### config.mk
export PLATFORM = sky130hd
export DESIGN_NAME = hazard_scoreboard
export DESIGN_NICKNAME = d
export VERILOG_FILES = /design/src/rtl/hazard_scoreboard_pkg.sv /design/src/rtl/hazard_src_check.sv /design/src/rtl/hazard_scoreboard.sv
export SDC_FILE = /design/constraint.sdc
export NUM_CORES = 1
export LEC_CHECK = 0
export ABC_AREA = 1
export CAP_MARGIN = 25
export CELL_PAD_IN_SITES_DETAIL_PLACEMENT = 1
export CELL_PAD_IN_SITES_GLOBAL_PLACEMENT = 2
export CORE_MARGIN = 2
export CORE_UTILIZATION = 29
export DETAILED_ROUTE_END_ITERATION = 16
export PLACE_DENSITY_LB_ADDON = 0.15
export SKIP_LAST_GASP = 1
export SYNTH_ARGS = -nofsm -noshare
export SYNTH_HDL_FRONTEND = slang
export SYNTH_HIERARCHICAL = 1
export SYNTH_SLANG_ARGS = --single-unit
### constraint.sdc
create_clock -name clk -period 2.6 [get_ports clk]
set_clock_uncertainty 0.1 [all_clocks]
set_input_delay 0.52 -clock clk [delete_from_list [all_inputs] [get_ports clk]]
set_output_delay 0.52 -clock clk [all_outputs]
set_load 0.005 [all_outputs]
### src/rtl/hazard_scoreboard_pkg.sv
// rtl/hazard_scoreboard_pkg.sv - shared constants and helpers for the hazard scoreboard
package hazard_scoreboard_pkg;

    localparam int DEF_RA_W     = 5;
    localparam int DEF_T_W      = 2;
    localparam int DEF_NSTG     = 3;
    localparam int DEF_MULT_LAT = 5;
    localparam int DEF_DIV_LAT  = 10;
    localparam int DEF_CNT_W    = 4;

    localparam logic [DEF_T_W-1:0] TUSE_NONE = '1;

    localparam logic [1:0] FWD_RF = 2'd0;
    localparam logic [1:0] FWD_E  = 2'd1;
    localparam logic [1:0] FWD_M  = 2'd2;
    localparam logic [1:0] FWD_W  = 2'd3;

    function automatic logic [31:0] sat_dec(input logic [31:0] v);
        return (v == 32'd0) ? 32'd0 : v - 32'd1;
    endfunction

endpackage

### src/rtl/hazard_src_check.sv
// rtl/hazard_src_check.sv - stall/forward decision for one D-stage source operand
module hazard_src_check
    import hazard_scoreboard_pkg::*;
#(
    parameter int RA_W  = DEF_RA_W,
    parameter int T_W   = DEF_T_W,
    parameter int NSTG  = DEF_NSTG,
    parameter int SEL_W = $clog2(DEF_NSTG + 1)
) (
    input  logic [RA_W-1:0]            src,
    input  logic [T_W-1:0]             tuse,
    input  logic [NSTG*(RA_W+T_W)-1:0] sb,
    output logic                       stall_src,
    output logic [SEL_W-1:0]           fwd_sel
);

    localparam int EW = RA_W + T_W;

    logic            found;
    logic [RA_W-1:0] ent_a3;
    logic [T_W-1:0]  ent_tnew;

    always_comb begin
        stall_src = 1'b0;
        fwd_sel   = SEL_W'(FWD_RF);
        found     = 1'b0;
        ent_a3    = '0;
        ent_tnew  = '0;
        // Youngest stage wins; older matches are shadowed.
        for (int k = 0; k < NSTG; k++) begin
            ent_a3   = sb[k*EW + T_W +: RA_W];
            ent_tnew = sb[k*EW +: T_W];
            if (!found && ent_a3 != '0 && ent_a3 == src) begin
                found = 1'b1;
                if (ent_tnew > tuse) begin
                    stall_src = 1'b1;
                end else if (ent_tnew == '0) begin
                    fwd_sel = SEL_W'(k + 1);
                end
            end
        end
        if (src == '0 || tuse == {T_W{1'b1}}) begin
            stall_src = 1'b0;
            fwd_sel   = SEL_W'(FWD_RF);
        end
    end

endmodule

### src/rtl/hazard_scoreboard.sv
// rtl/hazard_scoreboard.sv - Tuse/Tnew hazard unit with forwarding selects and HI/LO busy interlock
module hazard_scoreboard
    import hazard_scoreboard_pkg::*;
#(
    parameter int RA_W     = DEF_RA_W,
    parameter int T_W      = DEF_T_W,
    parameter int NSTG     = DEF_NSTG,
    parameter int MULT_LAT = DEF_MULT_LAT,
    parameter int DIV_LAT  = DEF_DIV_LAT,
    parameter int CNT_W    = DEF_CNT_W
) (
    input  logic                         clk,
    input  logic                         reset_n,
    input  logic                         d_valid,
    input  logic [RA_W-1:0]              d_rs,
    input  logic [RA_W-1:0]              d_rt,
    input  logic [T_W-1:0]               d_tuse_rs,
    input  logic [T_W-1:0]               d_tuse_rt,
    input  logic [RA_W-1:0]              d_a3,
    input  logic [T_W-1:0]               d_tnew,
    input  logic                         d_md_start,
    input  logic                         d_md_div,
    input  logic                         d_md_use,
    output logic                         stall,
    output logic [$clog2(NSTG+1)-1:0]    fwd_rs_sel,
    output logic [$clog2(NSTG+1)-1:0]    fwd_rt_sel,
    output logic                         md_busy
);

    localparam int EW    = RA_W + T_W;
    localparam int SEL_W = $clog2(NSTG + 1);

    logic [RA_W-1:0]      a3_q   [NSTG];
    logic [T_W-1:0]       tnew_q [NSTG];
    logic [NSTG*EW-1:0]   sb_flat;
    logic [CNT_W-1:0]     busy_cnt;
    logic                 rs_stall;
    logic                 rt_stall;
    logic                 md_stall;
    logic                 issue;

    always_comb begin
        sb_flat = '0;
        for (int k = 0; k < NSTG; k++) begin
            sb_flat[k*EW +: EW] = {a3_q[k], tnew_q[k]};
        end
    end

    hazard_src_check #(.RA_W(RA_W), .T_W(T_W), .NSTG(NSTG), .SEL_W(SEL_W)) u_rs_check (
        .src       (d_rs),
        .tuse      (d_tuse_rs),
        .sb        (sb_flat),
        .stall_src (rs_stall),
        .fwd_sel   (fwd_rs_sel)
    );

    hazard_src_check #(.RA_W(RA_W), .T_W(T_W), .NSTG(NSTG), .SEL_W(SEL_W)) u_rt_check (
        .src       (d_rt),
        .tuse      (d_tuse_rt),
        .sb        (sb_flat),
        .stall_src (rt_stall),
        .fwd_sel   (fwd_rt_sel)
    );

    assign md_busy  = (busy_cnt != '0);
    assign md_stall = d_valid & (d_md_start | d_md_use) & md_busy;
    assign stall    = rs_stall | rt_stall | md_stall;
    assign issue    = d_valid & ~stall;

    // A stalled D instruction leaves a bubble in E.
    always_ff @(posedge clk or negedge reset_n) begin
        if (!reset_n) begin
            for (int k = 0; k < NSTG; k++) begin
                a3_q[k]   <= '0;
                tnew_q[k] <= '0;
            end
        end else begin
            a3_q[0]   <= issue ? d_a3 : '0;
            tnew_q[0] <= issue ? d_tnew : '0;
            for (int k = 1; k < NSTG; k++) begin
                a3_q[k]   <= a3_q[k-1];
                tnew_q[k] <= T_W'(sat_dec(32'(tnew_q[k-1])));
            end
        end
    end

    always_ff @(posedge clk or negedge reset_n) begin
        if (!reset_n) begin
            busy_cnt <= '0;
        end else if (issue && d_md_start) begin
            busy_cnt <= d_md_div ? CNT_W'(DIV_LAT) : CNT_W'(MULT_LAT);
        end else if (busy_cnt != '0) begin
            busy_cnt <= busy_cnt - CNT_W'(1);
        end
    end

endmodule

Word-level counts from Yosys, hierarchy flattened

Cells that the tools add are included.
Widths: inputs -> output; s select.

$lt $le $gt $ge: 6
$add $sub $neg: 3
Equality and inequality tests: 8
Reductions and logical operators: 27
Mux-type cells: 44
Bitwise operators: 7

Operator list:

| kind                | count |
|---|---|
| $mux 2              | 21 |
| $eq 5x5->1          | 6 |
| $mux 1              | 19 |
| $reduce_bool 5->1   | 3 |
| $gt 2x2->1          | 6 |
| $mux 4              | 3 |
| $logic_and 1x1->1   | 11 |
| $logic_not 5->1     | 2 |
| $logic_not 2->1     | 3 |
| $mux 5              | 1 |
| $eq 2x2->1 const B  | 2 |
| $logic_not 1->1     | 4 |
| $reduce_bool 4->1   | 1 |
| $sub 2x1->2 const B | 2 |
| $sub 4x1->4 const B | 1 |
| $and 1x1->1         | 3 |
| $or 1x1->1          | 3 |
| $logic_or 1x1->1    | 2 |
| $reduce_bool 2->1   | 1 |
| $not 1->1           | 1 |

Register bits after elaboration: 25
Word-level logic and storage cells: 102
Output and inout port bits: 6

Depth between registers and ports, before layout

Depth after elaboration: 18
Depth in mapped cells: 16
Gate-level depth less buffers: 16

Modules after synthesis

The synthesis kept the hierarchy.

Modules (own cells, without submodules):

| module            | cells an instance | area an instance (um^2) | instances |
|---|---|---|---|
| hazard_src_check  | 116               | 595.6                   | 2 |
| hazard_scoreboard | 84                | 902.1                   | 1 |

Worst setup path after synthesis

OpenSTA, ideal clock, no wires.

Kind: input port to output port
Start point: input port d_tuse_rt[1]
End point: output port stall
Required time: 1980 ps
Path buffers: 0
Path slack: 269 ps
Stages on the path: 12
Data arrival time: 1711 ps
Path through: inv_1 > ha_1 > a21oi_1 > a21oi_1 > nand3_1 > nand2_1 > nor2_1 > nor2_1 > nor2_1 > inv_1 > a21oi_2 > inv_1

Longest elaborated chain between the ends: 10

RTL lines:

| what                        | RTL line                | source |
|---|---|---|
| start, declared             | hazard_scoreboard.sv:18 | `input logic [T_W-1:0] d_tuse_rt,` |
| $gt 2x2->1                  | hazard_src_check.sv:35  | `if (ent_tnew > tuse) begin` |
| $mux 1                      | hazard_src_check.sv:35  |  |
| $mux 1                      | hazard_src_check.sv:33  | `if (!found && ent_a3 != '0 && ent_a3 == src) begin` |
| $mux 1                      | hazard_src_check.sv:35  |  |
| $mux 1                      | hazard_src_check.sv:33  |  |
| $mux 1                      | hazard_src_check.sv:35  |  |
| $mux 1                      | hazard_src_check.sv:33  |  |
| $mux 1 (*)                  | hazard_src_check.sv:42  | `if (src == '0 \|\| tuse == {T_W{1'b1}}) begin` |
| net rt_stall                | hazard_scoreboard.sv:38 | `logic rt_stall;` |
| $or 1x1->1 (*) (2 in a row) | hazard_scoreboard.sv:67 | `assign stall = rs_stall \| rt_stall \| md_stall;` |
| end, declared               | hazard_scoreboard.sv:24 | `output logic stall,` |

The timed path passes the listed nets; every way through them passes the cells marked *.

Worst setup path in the final report

Start point: input port d_tuse_rs[1]
End point: output port stall

Longest elaborated chain between the ends: 10

RTL lines:

| what                        | RTL line                | source |
|---|---|---|
| start, declared             | hazard_scoreboard.sv:17 | `input logic [T_W-1:0] d_tuse_rs,` |
| $gt 2x2->1                  | hazard_src_check.sv:35  |  |
| $mux 1                      | hazard_src_check.sv:35  |  |
| $mux 1                      | hazard_src_check.sv:33  |  |
| $mux 1                      | hazard_src_check.sv:35  |  |
| $mux 1                      | hazard_src_check.sv:33  |  |
| $mux 1                      | hazard_src_check.sv:35  |  |
| $mux 1                      | hazard_src_check.sv:33  |  |
| $mux 1 (*)                  | hazard_src_check.sv:42  |  |
| net rs_stall                | hazard_scoreboard.sv:37 | `logic rs_stall;` |
| $or 1x1->1 (*) (2 in a row) | hazard_scoreboard.sv:67 |  |

Marks and branches as above.

==> results.md <==
* Outcome: finished with violations
* Failing checks: setup timing
* Yosys Warn Count at 6
* Synth Instances at about 320
* Number of synthesized flops with an enable pin at 0
* Clock power frac at 0.188
* Wire length on met3 at about 140 um
* Nets at 429
* RSZ-0062 raised after global routing: yes
* First-pass GRT wire length at 9830 um
* Final Non-Filler Cells at roughly 480
* I/O Buffers at 32
* Slew HR at 0.755
* Wire per inst at about 12 um
* WP data arrival at 2050 ps
* Share of layout cells above drive strength 1 at 0.326
* Endpoints failing hold at 0
* Ant diodes at 0
* Asr flop ratio synth at 1.00
* Minimum clock period at approximately 2700 ps
* WP buf/inv at 5
* Via/cell ratio at between 4 and 5
* CTS tree: yes
* Number of clock sinks at 25
* Drt drc at 0
* Critical path's slowest cell: dlygate4sd2_1
* Largest net degree at the start of global routing at 26
* Routed met2 length at approximately 3000 um
* Fin Setup TNS at -81.3 ps
* Final Wtd Congestion at a little under 0.8
* Die ar. at approximately 7900 um^2
* LEAKAGE at ~1.5 nW
* Io pins at 33
* Clk buf depth at 2
* TritonCTS Buffers at 3
* Worst vdd ir at around 0.22 mV
* Power Density at ~440 nW/um^2
* Post-synthesis sequential area ratio at 0.299
* Hpwl dp at slightly below 5000 um
* CP Launch Type: input port
* Psw at ~0.00049 W
* Peak Freq at roughly 370 MHz
* Ys flop type: dfrtp_1
* Routed Antenna Nets at 0
* Synthesized cell area at about 2100 um^2
* Crit path cell chain: dlygate4sd2_1, inv_2, ha_4, a21oi_4, a21oi_2, nand3_1, nand2_1, nor2_1, nor2_1, nor2_2, inv_2, a21oi_2, inv_1, clkbuf_2
* Critical path class: input port to output port
* Net Sw Frac at 0.379
* DP Cell Count at 473
* Total chip power at 0.00130 W
* M1 wire length at about 2800 um
* H-tree Lvls at 1
* CP required at roughly 2000 ps
* Power share of the sequential group at 0.399
* Worst-margin pin slew at about 360 ps
* Power Internal at ~0.0008 W
* Slew Viols, Final at 0
* Vias in the first global route at between 2000 and 2500
* Die Ht at between 80 and 90 um
* Routed via count at between 2000 and 2500
* WL final at 5990 um
* Clock transition at path regs at roughly 90 ps
* Area grow syn2layout at 42.0%
* Crit. End Element: output port
* Initial antenna violation count at 0
* Core Area at ~7000 um^2
* Flops & latches, synth at 25
* Crit Path Max Fanout at 3
* Hold crit path type: register to register
* Total grt overflow at 0
* Number of core rows at 30
* DR iter-0 viols at 66
* Top layer in use: met4
* Max-cap viol count at 0
* Cell variety after synth at 23
* Crit path max-delay family: buffers and inverters
* Placement-stage cell area at 2750 um^2
* Die X at 89.0 um
* Final instance area at ~3000 um^2
* Avg Cell Area, Syn at approximately 6.6 um^2
* Initial core utilization at 0.303
* Setup ws final at -73.5 ps
* Tot GR Track Use at 0.161
* Hold-fix buffers, CTS at 0
* Clk_lat worst skew at approximately 280 ps
* Final core occ at 0.430
* CTS root buffer: clkbuf_8
* Pre-antenna DRT Iters at 4
* Syn_nets at roughly 360
* Final setup violation count at 2
* CP peak stage delay at around 250 ps
* Final period util at 1.03
* Combinational share of power at 0.413
## worst register-to-register path, stage by stage, from the launching register on
cell and delay, ps:
dfrtp_2 490, ha_4 300, buf_4 100, a21oi_2 50, nand4_1 80, nand2_1 70
nor2_2 120, nor2_2 60, nor2_2 150, inv_2 40, a21oi_2 120, buf_4 130
nand4_1 130, nand2_1 110, nand2_1 50
## state kept, by name, indices dropped and copies added, names as in the netlist
signal / count
a3_q: 15
busy_cnt: 4
sb_flat: 6
## routing by layer
metal	track usage	up-vias
met5	0	-
met4	0.0407	0
met3	0.0157	4
met2	0.300	26
met1	0.199	1020
li1	-	1104
## cell usage after synthesis, types with 2 or more instances
cell | instances | share of area
nand2_1 | 87 | 0.16
inv_1 | 61 | 0.11
nor2_1 | 45 | 0.081
dfrtp_1 | 25 | 0.30
ha_1 | 14 | 0.084
a21oi_1 | 12 | 0.029
nand3_1 | 10 | 0.024
xnor2_1 | 10 | 0.042
nand4_1 | 9 | 0.027
inv_2 | 8 | 0.014
nor2_2 | 5 | 0.015
nor2_4 | 4 | 0.022
o21ai_0 | 4 | 0.0096
a21oi_2 | 3 | 0.013
nand2_2 | 3 | 0.0090
nor3_1 | 3 | 0.0072
a22oi_1 | 2 | 0.0072
nand3_2 | 2 | 0.0096
nand3_4 | 2 | 0.017
nand3b_1 | 2 | 0.0072
or2_2 | 2 | 0.0060
xor2_1 | 2 | 0.0084
## per-stage QoR
| step | hold WS, ps | setup slack, ps |
|---|---|---|
| finish | 392 | -73.5 |
| global placement | 368 | -731 |
| floorplan | 124 | 269 |
| detailed placement | 392 | -823 |
| CTS | 414 | -235 |
| global route | 402 | -231 |
## worst paths after layout
path                         startpoint     endpoint  slack (ps)  depth (start not counted)
max                        d_tuse_rs[1]        stall         -70                         14
min                             a3_q[6]      a3_q[1]         390                          0
max reg2reg                  sb_flat[1]  busy_cnt[1]         410                         14
min reg2reg                     a3_q[6]      a3_q[1]         390                          0
max in group asynchronous       reset_n     a3_q[10]        1620                          2
min in group asynchronous       reset_n  sb_flat[15]         510                          2
## power groups by stage
stage / Combinational (W) / Clock, W / Sequential [W]
2_1_floorplan: 0.000321 / 0 / 0.000502
4_1_cts: 0.000517 / 0.000257 / 0.000516
5_1_grt: 0.000620 / 0.000271 / 0.000531
6_report: 0.000539 / 0.000246 / 0.000520
3_3_place_gp: 0.000498 / 0 / 0.000523
3_5_place_dp: 0.000509 / 0 / 0.000523
## final cells by class
type	count	area, um^2
Fill cell	907	3940
Multi-Input combinational cell	222	1390
Sequential cell	25	637
Timing Repair Buffer	67	517
Inverter	69	259
Tap cell	96	120
Clock buffer	3	41.3
Clock inverter	1	7.51
## logic make-up (layout without fill, tap and decap cells)
kind of cell               Yosys count  after routing  synth area share
and+or+nand+nor                    175            175             0.386
buffers and inverters               69            140             0.124
DFF                                 25             25             0.299
AOI/OAI and AO/OA                   21             21            0.0580
adders and majority gates           14             14            0.0837
xor gates and xnor gates            12             12            0.0502
## timing repair
| item | CTS | global route |
|---|---|---|
| endpoints found under the setup margin | 12 | 8 |
| pin swaps | 18 | 20 |
| endpoints found under the hold margin | 0 | 0 |
| resized for setup | 37 | 58 |
| buffers inserted | 2 | 4 |
## cell usage in the layout (no fill, tap or decap), types with 4 or more instances in the layout
master            n
dfrtp_2           9
o21ai_0           4
nand2_1          84
inv_2            12
ha_1              9
dfrtp_1          16
clkdlybuf4s50_1  13
clkbuf_2         12
a21oi_2           9
nand4_1           9
a21oi_1           5
nor2_4            5
buf_4            35
nor2_2            9
nand3_1           9
xnor2_1           4
nand2_2           6
inv_1            57
xnor2_2           6
nor2_1           40
ha_4              5
(Power assumes the default switching activity.)
